===== src/rtl/core_pkg.sv =====
// Shared constants and helpers for the RV32I write-back stage:
// retire kinds, load funct3 codes, FSM state encoding and extension helpers.
package core_pkg;

   localparam logic [2:0] WB_KIND_NONE  = 3'd0;
   localparam logic [2:0] WB_KIND_ALU   = 3'd1;
   localparam logic [2:0] WB_KIND_LINK  = 3'd2;
   localparam logic [2:0] WB_KIND_LUI   = 3'd3;
   localparam logic [2:0] WB_KIND_AUIPC = 3'd4;
   localparam logic [2:0] WB_KIND_LOAD  = 3'd5;

   localparam logic [2:0] LOAD_F3_LB  = 3'b000;
   localparam logic [2:0] LOAD_F3_LH  = 3'b001;
   localparam logic [2:0] LOAD_F3_LW  = 3'b010;
   localparam logic [2:0] LOAD_F3_LBU = 3'b100;
   localparam logic [2:0] LOAD_F3_LHU = 3'b101;

   typedef enum logic [0:0] {
      WB_ST_IDLE      = 1'b0,
      WB_ST_WAIT_LOAD = 1'b1
   } wb_state_e;

   function automatic logic [31:0] ext_byte(input logic [7:0] b, input logic sgn);
      return {{24{sgn & b[7]}}, b};
   endfunction

   function automatic logic [31:0] ext_half(input logic [15:0] h, input logic sgn);
      return {{16{sgn & h[15]}}, h};
   endfunction

endpackage


===== src/rtl/core_load_align.sv =====
// Combinational load formatter: picks the addressed byte/half/word out of the
// raw read word, extends it, and flags misaligned or unsupported accesses.
module core_load_align
   import core_pkg::*;
(
   input  logic [2:0]  funct3,
   input  logic [1:0]  addr,
   input  logic [31:0] rdata,
   output logic [31:0] data,
   output logic        misaligned,
   output logic        unsupported
);

   logic [7:0]  byte_s;
   logic [15:0] half_s;

   assign byte_s = rdata[{addr, 3'b000} +: 8];
   assign half_s = addr[1] ? rdata[31:16] : rdata[15:0];

   // Width/sign decode of the load
   always_comb begin
      data        = 32'd0;
      misaligned  = 1'b0;
      unsupported = 1'b0;
      case (funct3)
         LOAD_F3_LB:  data = ext_byte(byte_s, 1'b1);
         LOAD_F3_LBU: data = ext_byte(byte_s, 1'b0);
         LOAD_F3_LH: begin
            data       = ext_half(half_s, 1'b1);
            misaligned = addr[0];
         end
         LOAD_F3_LHU: begin
            data       = ext_half(half_s, 1'b0);
            misaligned = addr[0];
         end
         LOAD_F3_LW: begin
            data       = rdata;
            misaligned = (addr != 2'b00);
         end
         default: unsupported = 1'b1;
      endcase
   end

endmodule


===== src/rtl/core_wb_stage.sv =====
// Registered RV32I write-back stage: accepts one retiring instruction per
// handshake, waits on data-memory reads and drives a registered RF write port.
module core_wb_stage
   import core_pkg::*;
#(
   parameter int               XLEN          = 32,
   parameter int               LOAD_TIMEOUT  = 15,
   parameter logic [XLEN-1:0]  ILLEGAL_VALUE = 32'hDEADBEEF
) (
   input  logic            CLK,
   input  logic            NRST,
   input  logic            IN_VALID,
   output logic            IN_READY,
   input  logic [2:0]      IN_KIND,
   input  logic [XLEN-1:0] IN_ALU_O,
   input  logic [XLEN-1:0] IN_PC,
   input  logic [XLEN-1:0] IN_IMM,
   input  logic [4:0]      IN_RD,
   input  logic [2:0]      IN_FUNCT3,
   input  logic            DMEM_RVALID,
   input  logic [XLEN-1:0] DMEM_RDATA,
   output logic            REG_WE,
   output logic [4:0]      REG_WADDR,
   output logic [XLEN-1:0] REG_WDATA,
   output logic            LOAD_TIMEOUT_ERR
);

   localparam int             CNT_W       = (LOAD_TIMEOUT > 1) ? $clog2(LOAD_TIMEOUT) : 1;
   localparam int             TO_LAST_INT = (LOAD_TIMEOUT > 0) ? (LOAD_TIMEOUT - 1) : 0;
   localparam logic [CNT_W-1:0] TO_LAST   = CNT_W'(TO_LAST_INT);
   localparam logic           TO_EN       = (LOAD_TIMEOUT > 0);

   wb_state_e        state_r, state_s;
   logic [CNT_W-1:0] cnt_r, cnt_s;
   logic             reg_we_r, reg_we_s;
   logic [4:0]       reg_waddr_r, reg_waddr_s;
   logic [XLEN-1:0]  reg_wdata_r, reg_wdata_s;
   logic             err_r, err_s;
   logic             accept_s;

   logic [4:0]       rd_r;
   logic [2:0]       funct3_r;
   logic [1:0]       addr_r;

   logic [XLEN-1:0]  result_s;
   logic [XLEN-1:0]  aligned_s;
   logic             misaligned_s;
   logic             unsupported_s;
   logic [XLEN-1:0]  load_wdata_s;

   assign IN_READY = (state_r == WB_ST_IDLE);
   assign accept_s = IN_VALID & IN_READY;

   core_load_align u_align (
      .funct3      (funct3_r),
      .addr        (addr_r),
      .rdata       (DMEM_RDATA),
      .data        (aligned_s),
      .misaligned  (misaligned_s),
      .unsupported (unsupported_s)
   );

   assign load_wdata_s = (misaligned_s | unsupported_s) ? ILLEGAL_VALUE : aligned_s;

   // Write data for non-load kinds, taken straight from the incoming entry
   always_comb begin
      result_s = ILLEGAL_VALUE;
      case (IN_KIND)
         WB_KIND_ALU:   result_s = IN_ALU_O;
         WB_KIND_LINK:  result_s = IN_PC + XLEN'(4);
         WB_KIND_LUI:   result_s = IN_IMM;
         WB_KIND_AUIPC: result_s = IN_PC + IN_IMM;
         default:       result_s = ILLEGAL_VALUE;
      endcase
   end

   // Next-state, timeout counter and next register-file write
   always_comb begin
      state_s     = state_r;
      cnt_s       = cnt_r;
      reg_we_s    = 1'b0;
      reg_waddr_s = reg_waddr_r;
      reg_wdata_s = reg_wdata_r;
      err_s       = 1'b0;
      case (state_r)
         WB_ST_IDLE: begin
            if (accept_s) begin
               if (IN_KIND == WB_KIND_LOAD) begin
                  state_s = WB_ST_WAIT_LOAD;
                  cnt_s   = '0;
               end else if (IN_KIND != WB_KIND_NONE) begin
                  reg_we_s    = (IN_RD != 5'd0);
                  reg_waddr_s = IN_RD;
                  reg_wdata_s = result_s;
               end else begin
                  state_s = WB_ST_IDLE;
               end
            end else begin
               state_s = WB_ST_IDLE;
            end
         end
         WB_ST_WAIT_LOAD: begin
            // Read data has priority over an expiring timeout in the same cycle
            if (DMEM_RVALID) begin
               reg_we_s    = (rd_r != 5'd0);
               reg_waddr_s = rd_r;
               reg_wdata_s = load_wdata_s;
               state_s     = WB_ST_IDLE;
               cnt_s       = '0;
            end else if (TO_EN && (cnt_r == TO_LAST)) begin
               err_s   = 1'b1;
               state_s = WB_ST_IDLE;
               cnt_s   = '0;
            end else begin
               cnt_s = cnt_r + CNT_W'(1);
            end
         end
         default: begin
            state_s = WB_ST_IDLE;
            cnt_s   = '0;
         end
      endcase
   end

   // State, counter, latched entry fields and registered write port
   always_ff @(posedge CLK) begin
      if (!NRST) begin
         state_r     <= WB_ST_IDLE;
         cnt_r       <= '0;
         reg_we_r    <= 1'b0;
         reg_waddr_r <= 5'd0;
         reg_wdata_r <= '0;
         err_r       <= 1'b0;
         rd_r        <= 5'd0;
         funct3_r    <= 3'd0;
         addr_r      <= 2'd0;
      end else begin
         state_r     <= state_s;
         cnt_r       <= cnt_s;
         reg_we_r    <= reg_we_s;
         reg_waddr_r <= reg_waddr_s;
         reg_wdata_r <= reg_wdata_s;
         err_r       <= err_s;
         if (accept_s) begin
            rd_r     <= IN_RD;
            funct3_r <= IN_FUNCT3;
            addr_r   <= IN_ALU_O[1:0];
         end else begin
            rd_r     <= rd_r;
            funct3_r <= funct3_r;
            addr_r   <= addr_r;
         end
      end
   end

   assign REG_WE           = reg_we_r;
   assign REG_WADDR        = reg_waddr_r;
   assign REG_WDATA        = reg_wdata_r;
   assign LOAD_TIMEOUT_ERR = err_r;

endmodule


===== config.mk =====
export PLATFORM = sky130hd
export DESIGN_NAME = core_wb_stage
export DESIGN_NICKNAME = d
export VERILOG_FILES = /design/src/rtl/core_pkg.sv /design/src/rtl/core_load_align.sv /design/src/rtl/core_wb_stage.sv
export SDC_FILE = /design/constraint.sdc
export NUM_CORES = 1
export LEC_CHECK = 0
export CAP_MARGIN = 15
export CORE_MARGIN = 4
export CORE_UTILIZATION = 49
export CTS_BUF_LIST = sky130_fd_sc_hd__clkbuf_8
export CTS_CLUSTER_DIAMETER = 100
export DETAILED_ROUTE_END_ITERATION = 8
export PLACE_DENSITY_LB_ADDON = 0.2
export SLEW_MARGIN = 20
export SYNTH_ARGS = -nofsm -noshare
export SYNTH_HDL_FRONTEND = slang
export SYNTH_SLANG_ARGS = --single-unit

===== constraint.sdc =====
create_clock -name CLK -period 3.36 [get_ports CLK]
set_input_delay 0.672 -clock CLK [delete_from_list [all_inputs] [get_ports CLK]]
set_output_delay 0.672 -clock CLK [all_outputs]
set_load 0.005 [all_outputs]

==> flow_metrics.tcl, run 1 <==
set metrics [dict create \
    synth_top_family_by_area "compound AO/OA/AOI/OAI gates" \
    power_density_mw_per_mm2 272.2 \
    gr-total-overflow 0 \
    die_width_um 116.9 \
    synth_seq_cells 54 \
    synth-edff-count 0 \
    postCtsHoldBufs 0 \
    post_drt_wl_per_cell_um 18.85 \
    synth_nets 988 \
    slew_viol_final 0 \
    ctsHtreeMaxLevel 2 \
    drc_errors 0 \
    rows 39 \
    hp-class "reg -> reg" \
    grt_max_degree 30 \
    synthDistinctLibCells 74 \
    worst_ep_required_time_ns 3.63 \
    synth_flop_cell "dfxtp_1" \
    syn2layout_area_growth_pct 43.95 \
    diodes 0 \
    die_y_um 116.9 \
    hp-start "REG_WDATA[23]" \
    skew_ns 0.01196 \
    cts_root_buffer "clkbuf_8" \
    place_area_mm2 0.008235 \
    final.period_utilization 0.9536 \
    fin_setup_tns_ns 0 \
    num_vias 7354 \
    io_pins 183 \
    cts.sinks 54 \
    muxShareOfSynthArea 0.03424 \
    finalWirelength_um 22170 \
    synthArstFlopShare 0 \
    antenna_found_initial 0 \
    syn_area_per_cell_um2 7.174 \
    crit_type "in -> reg" \
    post_synth_xor_area_fraction 0.07989 \
    drive_above_1_share 0.1249 \
    outcome "finished, final reports clean" \
    drtIter0Drc 1037 \
    design_area_mm2 0.008364 \
    fin_crit_ns 3.204 \
    setup_violations 0 \
    p_leak_nw 3.177 \
    synth_compound_area_frac 0.3432 \
    drt_first_pass_iters 6 \
    die-area_mm2 0.01366 \
    power_mw 2.277 \
    cp.arrival_ns 3.47 \
    synth_area_mm2 0.005811 \
    post_drt_via_cell_ratio 6.253 \
    ant_nets 0 \
    synth_fa_ha_area_frac 0.07666 \
    fin_nets 1210 \
    hold_viol 0 \
    floorplan.initialDensity 0.5046 \
    grt_util_all_layers 0.3117 \
    tightest_slew_ns 0.8222 \
    ys_warn_count 0 \
    relSlewSlack 0.4519 \
    grt_pass1_wl_um 33890 \
    seq_area_frac_synth 0.1860 \
    clkTransAtPathRegs_ns 0.10 \
    fmax_mhz 312.1 \
    clk-insertion-delay-late_ns 0.32 \
    worstSetupStartpoint "IN_PC[0]" \
    port-buffer-count 182 \
    ir_drop_mv 0.1716 \
    cts_max_path_buffers 2 \
    cts_tree "built" \
    maxCapViolations 0 \
    post_cts_buffers 0 \
    numCtsBuffers 5 \
    end_kind "flop" \
    gp_congestion 0.9659 \
    cts_resized 0 \
    r2r_start "funct3_r[0]" \
    syn_inst 810 \
    dp.final_hpwl_um 17910 \
    grt_pass1_vias 6851 \
    crit_path_max_fanout 4 \
    startpoint_type "primary input" \
    core-area_mm2 0.01152 \
    synthSimpleGateAreaFrac 0.2280 \
]
==> cell families (layout without fill, tap and decap cells) <==
group / count (synthesis) / after routing
compound gates: 305 / 305
xor+xnor: 53 / 53
simple gates: 278 / 278
mux: 19 / 19
flops: 54 / 54
buf+inv: 66 / 289
fa+ha+maj: 35 / 35
==> cells in the final DEF, fill, tap and decap left out, types with 5 or more instances in the layout <==
master and instances:
a21o_1 10, nor3_1 17, or3_1 5, buf_4 85, mux2_2 7, nor2_1 66
nand2_1 98, o221ai_1 10, dfxtp_1 54, o21bai_1 6, and3_1 5, nand2b_1 7
xnor2_1 35, nand3_1 26, o22ai_1 7, o211ai_1 9, clkdlybuf4s50_1 182, clkbuf_8 6
nor2b_1 17, o31ai_1 6, o21ai_0 50, inv_1 12, mux2i_1 12, ha_1 33
xor2_1 18, nand4_1 9, and2_1 7, a211oi_1 15, a221o_1 10, o21ai_1 16
a221oi_1 28, a21oi_1 97
==> through the flow <==
step                instances  hold slack [ns]  utilization  setup slack, ns
global placement         1168           0.4353       0.7151          -0.1698
global route             1176           0.4828       0.7263         -0.06047
detailed placement       1168           0.4426       0.7151          -0.2740
finish                   1176           0.4575       0.7263           0.1559
floorplan                 810           0.4437            -           0.4665
CTS                      1176           0.4594       0.7237          0.05820
==> per-layer routing <==
layer	up-vias	part of all wire	global-route usage
met1	3390	0.42	0.4216
met5	-	0	0
met2	407	0.44	0.4964
li1	3470	-	-
met4	0	0.042	0.1269
met3	87	0.10	0.04884
==> path summary, 6_finish.rpt <==
check | end | slack, ns | cells after the start
max | REG_WDATA[24] | 0.16 | 14
min | REG_WDATA[23] | 0.46 | 2
max reg2reg | REG_WDATA[31] | 0.94 | 9
min reg2reg | REG_WDATA[23] | 0.46 | 2
==> critical path, cell delays in order <==
cell and delay, ns:
clkdlybuf4s50_1 0.50, ha_2 0.20, inv_1 0.05, fa_2 0.35
nor2b_2 0.15, o21bai_1 0.10, a21o_1 0.20, a21boi_2 0.12
buf_4 0.13, o211ai_1 0.19, buf_4 0.21, o41ai_1 0.31
nand3_1 0.14, a21oi_2 0.14
==> final cells by class <==
| class | count | area, um2 |
|---|---|---|
| clock inverters | 2 | 16.27 |
| fillers | 949 | 3152 |
| repair buffers | 269 | 2500 |
| flip-flops and latches | 54 | 1081 |
| inverters | 12 | 45.04 |
| well taps | 143 | 178.9 |
| clock buffers | 6 | 82.58 |
| multi-input cells | 690 | 4461 |
==> registers in the layout (all words and copies together) (netlist names) <==
register,flops
state_r,1
rd_r,5
funct3_r,3
addr_r,2
cnt_r,4
REG_WDATA,32
REG_WE,1
LOAD_TIMEOUT_ERR,1
REG_WADDR,5
==> cells in the mapped netlist, types with 10 or more instances <==
cell      count  share of area
nor3_1       17          0.015
inv_1        12         0.0078
xor2_1       18          0.027
a21o_1       10          0.013
ha_1         34          0.073
nor2b_1      19          0.020
a21oi_1      99          0.085
o21ai_0      52          0.045
nand2_1      98          0.063
dfxtp_1      54           0.19
o221ai_1     10          0.015
clkbuf_1     40          0.026
nand3_1      26          0.022
a221oi_1     28          0.042
nor2_1       66          0.043
mux2i_1      12          0.021
o21ai_1      14          0.012
a211oi_1     16          0.021
xnor2_1      35          0.053
a221o_1      10          0.017
==> power breakdown <==
part	internal [mW]	switching, mW	total [mW]
Clock	0.170	0.235	0.405
Sequential	0.691	0.0420	0.733
Combinational	0.582	0.557	1.14
No activity file was read; power rests on OpenSTA's default activity.
==> run 2: changes to the inputs <==
- clock period: 3.36 -> 3.27 ns (I/O delays scaled with it)
==> flow_metrics.tcl, run 2 (same netlist as run 1, synthesis figures left out) <==
set metrics [dict create \
    cts_resized 0 \
    combPwrFrac 0.513 \
    cts_root_buffer "clkbuf_8" \
    drive_above_1_share 0.1349 \
    maxCapViolations 0 \
    cts_max_path_buffers 2 \
    grt_pass1_wl_um 33520 \
    ir_drop_mv 0.1535 \
    grt_util_all_layers 0.3062 \
    cts_tree "built" \
    power.share.sequential 0.325 \
    worst_ep_required_time_ns 3.48 \
    die_width_um 116.9 \
    io_pins 183 \
    fin_ws_ns 0.07476 \
    num_vias 7307 \
    finalWirelength_um 21920 \
    ctsHtreeMaxLevel 2 \
    post_drt_wl_per_cell_um 18.45 \
    internal_power_mw 1.465 \
    hold_viol 0 \
    core-area_mm2 0.01152 \
    floorplan.initialDensity 0.5046 \
    dp.final_hpwl_um 17830 \
    cp.arrival_ns 3.41 \
    syn2layout_area_growth_pct 45.18 \
    tightest_slew_ns 0.4898 \
    grt_max_degree 30 \
    gp_congestion 0.9790 \
    grt_pass1_vias 6611 \
    post_cts_buffers 0 \
    p_leak_nw 3.235 \
    rows 39 \
    outcome "finished, final reports clean" \
    end_kind "flop" \
    cts.sinks 54 \
    crit_slowest_cell "o311ai_0" \
    hp-class "reg -> reg" \
    diodes 0 \
    fin_crit_ns 3.195 \
    skew_ns 0.01007 \
    place_ws_ns -0.3091 \
    p_sw_frac 0.3642 \
    port-buffer-count 182 \
    numCtsBuffers 5 \
    power_density_mw_per_mm2 273.2 \
    relSlewSlack 0.6650 \
    drc_errors 0 \
    post_drt_via_cell_ratio 6.151 \
    slew_viol_final 0 \
    cp_num_buf_inv 2 \
    crit_chain "clkdlybuf4s50_1, ha_2, inv_1, fa_2, nor2b_2, o21bai_1, a21o_1, a21boi_2, o211ai_1, o311ai_0, o41ai_2, nand3_1, a21oi_2" \
    clk-insertion-delay-late_ns 0.31 \
    die_y_um 116.9 \
    setup_violations 0 \
    ant_nets 0 \
    largest_reg_flops 32 \
    crit_path_max_fanout 4 \
    die-area_mm2 0.01366 \
    final.period_utilization 0.9771 \
    antenna_found_initial 0 \
    postCtsHoldBufs 0 \
    clkTransAtPathRegs_ns 0.11 \
    p_sw_uw 839.4 \
    mostFrequentLayoutCell "clkdlybuf4s50_1" \
    layout_common_cells "182 x clkdlybuf4s50_1, 99 x buf_4, 98 x nand2_1, 97 x a21oi_1, 66 x nor2_1" \
    fin_nets 1223 \
    startpoint_type "primary input" \
    cpPeakStageDelay_ns 0.53 \
    dp.cells 1181 \
    power.share.clock 0.162 \
    gr-total-overflow 0 \
    crit_type "in -> reg" \
    drt_first_pass_iters 5 \
    drtIter0Drc 848 \
    fmax_mhz 313.0 \
    final_cells 1188 \
    cpLargestDelayFamily "compound AO/OA/AOI/OAI gates" \
]
-- run 2: power by group through the flow --
stage	logic, mW	registers, mW	clock network [mW]
2_1_floorplan	0.584	0.754	0
3_3_place_gp	1.13	0.761	0
3_5_place_dp	1.15	0.762	0
6_report	1.18	0.748	0.374
5_1_grt	1.28	0.752	0.399
4_1_cts	1.16	0.747	0.376
-- run 2: final timing paths --
path | start | end | slack [ns] | depth (start not counted)
max reg2reg | addr_r[1] | REG_WDATA[30] | 0.89 | 8
min reg2reg | REG_WDATA[21] | REG_WDATA[21] | 0.45 | 2
min | REG_WDATA[21] | REG_WDATA[21] | 0.45 | 2
max | IN_PC[0] | REG_WDATA[24] | 0.07 | 13
-- run 2: per-layer routing --
layer	vias to the layer above	track usage	share of wire
met4	0	0.07187	0.020
met3	38	0.03445	0.096
met1	3373	0.4359	0.43
li1	3488	-	-
met5	-	0	0
met2	408	0.4972	0.46
-- run 2: stage by stage --
step | cell area (um2) | utilization | TNS (ns) | hold WS, ns | total power [mW]
floorplan | 5811 | - | 0 | 0.4437 | 1.338
global placement | 8320 | 0.7225 | -1.496 | 0.4371 | 1.895
CTS | 8403 | 0.7297 | 0 | 0.4587 | 2.278
detailed placement | 8320 | 0.7225 | -2.003 | 0.4466 | 1.911
finish | 8436 | 0.7325 | 0 | 0.4538 | 2.304
global route | 8436 | 0.7325 | -0.04251 | 0.4694 | 2.429
-- run 2: area by class of cell --
type | count | area, um2
Fill cell | 942 | 3080
Inverter | 12 | 45.04
Sequential cell | 54 | 1081
Clock inverter | 2 | 13.76
Tap cell | 143 | 178.9
Clock buffer | 5 | 68.82
Multi-Input combinational cell | 690 | 4463
Timing Repair Buffer | 282 | 2585
-- run 2: worst min-delay path, delay by kind of cell, from the launching register on --
family / cells / cell delay (ns)
and+or+nand+nor: 1 / 0.05
DFF: 1 / 0.32
AOI/OAI and AO/OA: 1 / 0.05
==> variant 1, RTL diff (config.mk and constraints of run 2) <==
Change the parameter `LOAD_TIMEOUT` from 15 to 16.
--- a/src/rtl/core_wb_stage.sv
+++ b/src/rtl/core_wb_stage.sv
@@ -6,3 +6,3 @@
    parameter int               XLEN          = 32,
-   parameter int               LOAD_TIMEOUT  = 15,
+   parameter int               LOAD_TIMEOUT  = 16,
    parameter logic [XLEN-1:0]  ILLEGAL_VALUE = 32'hDEADBEEF
Function: no difference found for any inputs over 4 cycles, from zero or initial values and one cycle with NRST low; that may be too few to reach the edited logic, so the function may still have changed.
==> variant 1 against run 2 <==
  * Synthesized area is 2.1% higher
  * Synthesized cell count is 1.1% higher
  * Clock skew is 0.0017 ns higher
  * Die area is 2.0% higher
  * Sequential cell count stayed put
  * Routed wire length is 8.1% higher
  * Sequential power is 1% higher
  * Cell area is 2.1% higher
  * Non-clock buffer count is 2 lower
  * Total power is 6.0% higher
  * Highest routed layer unchanged
  * Largest power group unchanged
  * Final cell count is 0.93% higher
  * Setup slack better by 0.021 ns
  * Via count is 2.8% higher
  * Critical endpoint is now REG_WDATA[19]
==> variant 1: results (changes against run 2) <==
run status=completed; via count of the first global-routing pass=7232 (+9.4%); delay of the slowest cell on the worst path=0.45 ns (-0.08 ns); 1st-iter DRT viols=817 (-3.7%); post-synthesis net count=996 (+0.81%); final wirelength=23.7 mm (+8.1%); sequential-to-total area share from yosys stat=18.2% (-0.39 points); Final Skew=0.0118 ns (+0.00175 ns); worst-skew pair later-pin latency=0.32 ns; cell count after synthesis=819 (+1.1%); GP Congestion=1.03 (+5.4%); Port-buffer cells=182 (unchanged); fraction of layout instances using a drive strength above 1=12.9% (-0.61 points); wire length of the first global-routing pass=36.9 mm (+10%); vias per cell=6.27 (+1.9%); number of flip-flops in the largest register=32 (unchanged); Crit Path Max Fanout=3 (-1); slowest cell on the critical path=sky130_fd_sc_hd__clkdlybuf4s50_1; Max-Slew Margin vs Limit=51.0% (-16 points); total non-filler cell area in the finished layout=8610 um^2 (+2.1%); peak supply drop=231 uV (+51%); DPL Wire Length=19.4 mm (+9.0%); number of filler instances in the final layout=934 (-0.85%); CTS Buf Count=5 (unchanged); leakage component of the power=3.40 nW (+5.1%); diodes inserted=0 (unchanged); Post-Place Cell Area=8480 um^2 (+1.9%); most area-consuming cells after synthesis=sky130_fd_sc_hd__dfxtp_1 18%, sky130_fd_sc_hd__a21oi_1 7.0%, sky130_fd_sc_hd__ha_1 7.0%, sky130_fd_sc_hd__nand2_1 5.9%, sky130_fd_sc_hd__a221oi_1 4.4%; number of cells in the design after placement=1190 (+0.76%); register clock-pin slew on the reported worst setup and hold paths=0.11 ns (about the same); Arr. time, crit path=3.43 ns (+0.02 ns); overall track demand over capacity in global routing=32.3% (+1.7 points); Yosys warning count=0 (unchanged); fraction of registers with async set or reset after synthesis=0% (unchanged); library cells used by synthesis=75 (+1.4%); GR Overflow Total=0 (unchanged); top post-synthesis cells by count=93 x sky130_fd_sc_hd__nand2_1, 83 x sky130_fd_sc_hd__a21oi_1, 63 x sky130_fd_sc_hd__nor2_1, 54 x sky130_fd_sc_hd__dfxtp_1, 50 x sky130_fd_sc_hd__o21ai_0; H-tree Lvls=2 (unchanged); path class of the lowest-slack min-delay path=flip-flop to flip-flop; via count of the routed design=7515 (+2.8%); iteration count of the initial detailed-routing pass=5 (unchanged); maximum number of pins on one net before global-route repair=35 (+17%)
-- variant 1: worst paths after layout --
check | start | cells past startpoint | endpoint | slack [ns]
setup / recovery | IN_IMM[6] | 13 | REG_WDATA[19] | 0.1
hold / removal | REG_WDATA[7] | 2 | REG_WDATA[7] | 0.47
hold reg to reg | REG_WDATA[7] | 2 | REG_WDATA[7] | 0.47
setup reg to reg | addr_r[0] | 10 | REG_WDATA[20] | 0.60
-- variant 1: area by class of cell --
type	instances	share of cell area, %
inverters	13	0.566
clock buffers	5	0.799
multi-input cells	701	53.6
clock inverters	3	0.552
flip-flops and latches	54	12.5
well taps	143	2.08
repair buffers	280	29.8
-- variant 1: cell families after synthesis --
kind of cell | Yosys count | share of synthesized area (%)
compound gates | 314 | 36.6
mux | 16 | 3.06
simple gates | 286 | 23.1
fa+ha+maj | 34 | 7.30
xor+xnor | 51 | 7.53
buf+inv | 64 | 4.22
flops | 54 | 18.2
-- variant 1: worst max-delay path: cells and delay by family --
kind            cells  cell delay [ns]
compound gates      9             1.62
buf+inv             3             0.80
fa+ha+maj           1             0.34
-- variant 1: layer usage --
metal	vias to the layer above	part of all wire [%]	track usage (%)
met2	424	45	51.7
met5	-	0	0
met1	3471	42	42.8
met3	57	10	7.40
li1	3563	-	-
met4	0	3.2	10.7
-- variant 1: what timing repair did --
action                     in CTS  in global routing
setup endpoints to repair       0                  8
hold endpoints to repair        0                  0
gates resized for setup         0                  3
buffers inserted                0                  1
-- variant 1: power breakdown --
part / total (mW) / switching [mW] / internal, mW
Combinational: 1.21 / 0.592 / 0.620
Sequential: 0.756 / 0.0460 / 0.710
Clock: 0.475 / 0.242 / 0.233
-- variant 1: metrics by stage --
| stage | hold WS, ns | worst slack (ns) |
|---|---|---|
| after detailed placement | 0.446 | -0.286 |
| after global placement | 0.439 | -0.166 |
| after CTS | 0.475 | 0.0360 |
| final | 0.473 | 0.0960 |
| after floorplan | 0.434 | 0.416 |
| after global routing | 0.490 | -0.0200 |
==> variant 2, RTL diff (config.mk and constraints of run 2) <==
Made on the original files. Reset style: asynchronous (`NRST`), changed in one clocked block.
--- a/src/rtl/core_wb_stage.sv
+++ b/src/rtl/core_wb_stage.sv
@@ -125,3 +125,3 @@
    // State, counter, latched entry fields and registered write port
-   always_ff @(posedge CLK) begin
+   always_ff @(posedge CLK or negedge NRST) begin
       if (!NRST) begin
Function: differs if NRST is asserted again (counterexample within 4 cycles, from zero or initial values and one cycle with NRST low); with NRST held inactive, the same outputs for 4 cycles.
==> variant 2 against run 2 <==
  * Clock skew rose by 0.0084 ns
  * Total power is 21% higher
  * Sequential cell count did not move
  * Clock power up 12%
  * Final cell count shrank 1.0%
  * Setup slack improved by 0.044 ns
  * Synthesized area grew 1.8%
  * Cell area grew 4.4%
  * Routed wire length grew 17%
  * Critical path type unchanged
==> variant 2: results (changes against run 2) <==
run status=completed; most used flip-flop cell after synthesis=sky130_fd_sc_hd__dfrtp_1; path class of the lowest-slack min-delay path=input port to asynchronous set/reset pin; actual slew at the worst max-slew pin=0.918 ns (+0.428 ns); timing startpoint of the critical path=IN_IMM[4]; fraction of registers with async set or reset after synthesis=100% (+100 points); number of cells on the worst reg-to-reg path=7 (-1); Critical path destination=REG_WDATA[28]; Synth Area in XOR/XNOR=6.51% (-1.5 points); register clock-pin slew on the reported worst setup and hold paths=0.12 ns; share of the synthesized area in compound gates (AO/OA/AOI/OAI)=33.5% (-0.82 points); worst-skew pair later-pin latency=0.33 ns (+0.02 ns); 1st-iter DRT viols=1054 (+24%); final wirelength=25.6 mm (+17%); Crit Path Max Fanout=5 (+1); vias per cell=6.57 (+6.9%); wire length of the first global-routing pass=39.9 mm (+19%); overall track demand over capacity in global routing=35.2% (+4.6 points); DPL Wire Length=20.9 mm (+17%); maximum number of pins on one net before global-route repair=40 (+33%); most area-consuming cells after synthesis=sky130_fd_sc_hd__dfrtp_1 23%, sky130_fd_sc_hd__ha_1 7.2%, sky130_fd_sc_hd__a21oi_1 5.2%, sky130_fd_sc_hd__o21ai_0 5.2%, sky130_fd_sc_hd__a221oi_1 4.7%; sequential-to-total area share from yosys stat=22.8% (+4.2 points); r2r setup slk=0.54 ns (-0.35 ns); category of cells accounting for the largest share of critical-path delay=simple AND/OR/NAND/NOR gates; via count of the first global-routing pass=7600 (+15%); Max Buffers Root-to-Sink=2 (unchanged); post-synthesis adder-cell area fraction=7.53% (-0.14 points); Final Skew=0.0184 ns (+0.00838 ns); mux cell area share after synthesis=4.63% (+1.2 points); GP Congestion=1.05 (+7.7%); fraction of layout instances using a drive strength above 1=15.9% (+2.4 points); number of filler instances in the final layout=868 (-7.9%); top post-synthesis cells by count=67 x sky130_fd_sc_hd__nand2_1, 62 x sky130_fd_sc_hd__a21oi_1, 62 x sky130_fd_sc_hd__o21ai_0, 57 x sky130_fd_sc_hd__nor2_1, 54 x sky130_fd_sc_hd__dfrtp_1; library cells used by synthesis=67 (-9.5%); non-filler cells in the finished layout=1176 (-1.0%); peak supply drop=155 uV (+1.2%); startpoint of the most critical register-to-register path=funct3_r[0]; iteration count of the initial detailed-routing pass=6 (+1); cell count after synthesis=768 (-5.2%); post-synthesis net count=946 (-4.3%)
variant 2: changes by cell type in the layout (fill, tap and decap cells not counted), sizes merged, moves of 20 or more:
cell	delta
a21oi	-38
dfxtp	-54
buf	+20
nand2	-31
dfrtp	+54
variant 2: final cells by class:
class / count / area (um^2) / share of cell area (%)
clock inverters: 3 / 28.8 / 0.327
inverters: 24 / 90.1 / 1.02
multi-input cells: 646 / 4360 / 49.5
repair buffers: 301 / 2730 / 31.0
well taps: 143 / 179 / 2.03
flip-flops and latches: 54 / 1350 / 15.3
clock buffers: 5 / 68.8 / 0.781
variant 2: per-layer routing:
| layer | GRT usage [%] | up-vias | wire [um] |
|---|---|---|---|
| met4 | 13.1 | 0 | 909 |
| met5 | 0 | - | 0 |
| met1 | 45.8 | 3641 | 10100 |
| met3 | 7.06 | 86 | 2820 |
| li1 | - | 3469 | - |
| met2 | 57.9 | 533 | 11800 |
variant 2: power by group:
group	internal, mW	leakage [nW]	switching (mW)
clock network	0.159	0.0502	0.259
registers	0.788	0.640	0.123
logic	0.764	3.02	0.696
total	1.71	3.71	1.08
variant 2: stage by stage:
| step | setup TNS [ns] | hold WS [ns] | area, um^2 | setup WS [ns] |
|---|---|---|---|---|
| after global routing | 0 | 0.498 | 8810 | 0.0183 |
| after detailed placement | -3.13 | 0.471 | 8630 | -0.370 |
| after global placement | -1.78 | 0.462 | 8630 | -0.253 |
| after CTS | 0 | 0.460 | 8740 | 0.0282 |
| final | 0 | 0.433 | 8810 | 0.119 |
| after floorplan | 0 | 0.358 | 5920 | 0.357 |
variant 2: timing repair:
action                     CTS  global route
setup buffers                0             2
setup endpoints to repair    2            10
pin swaps                    0             9
gates resized for setup      3            12
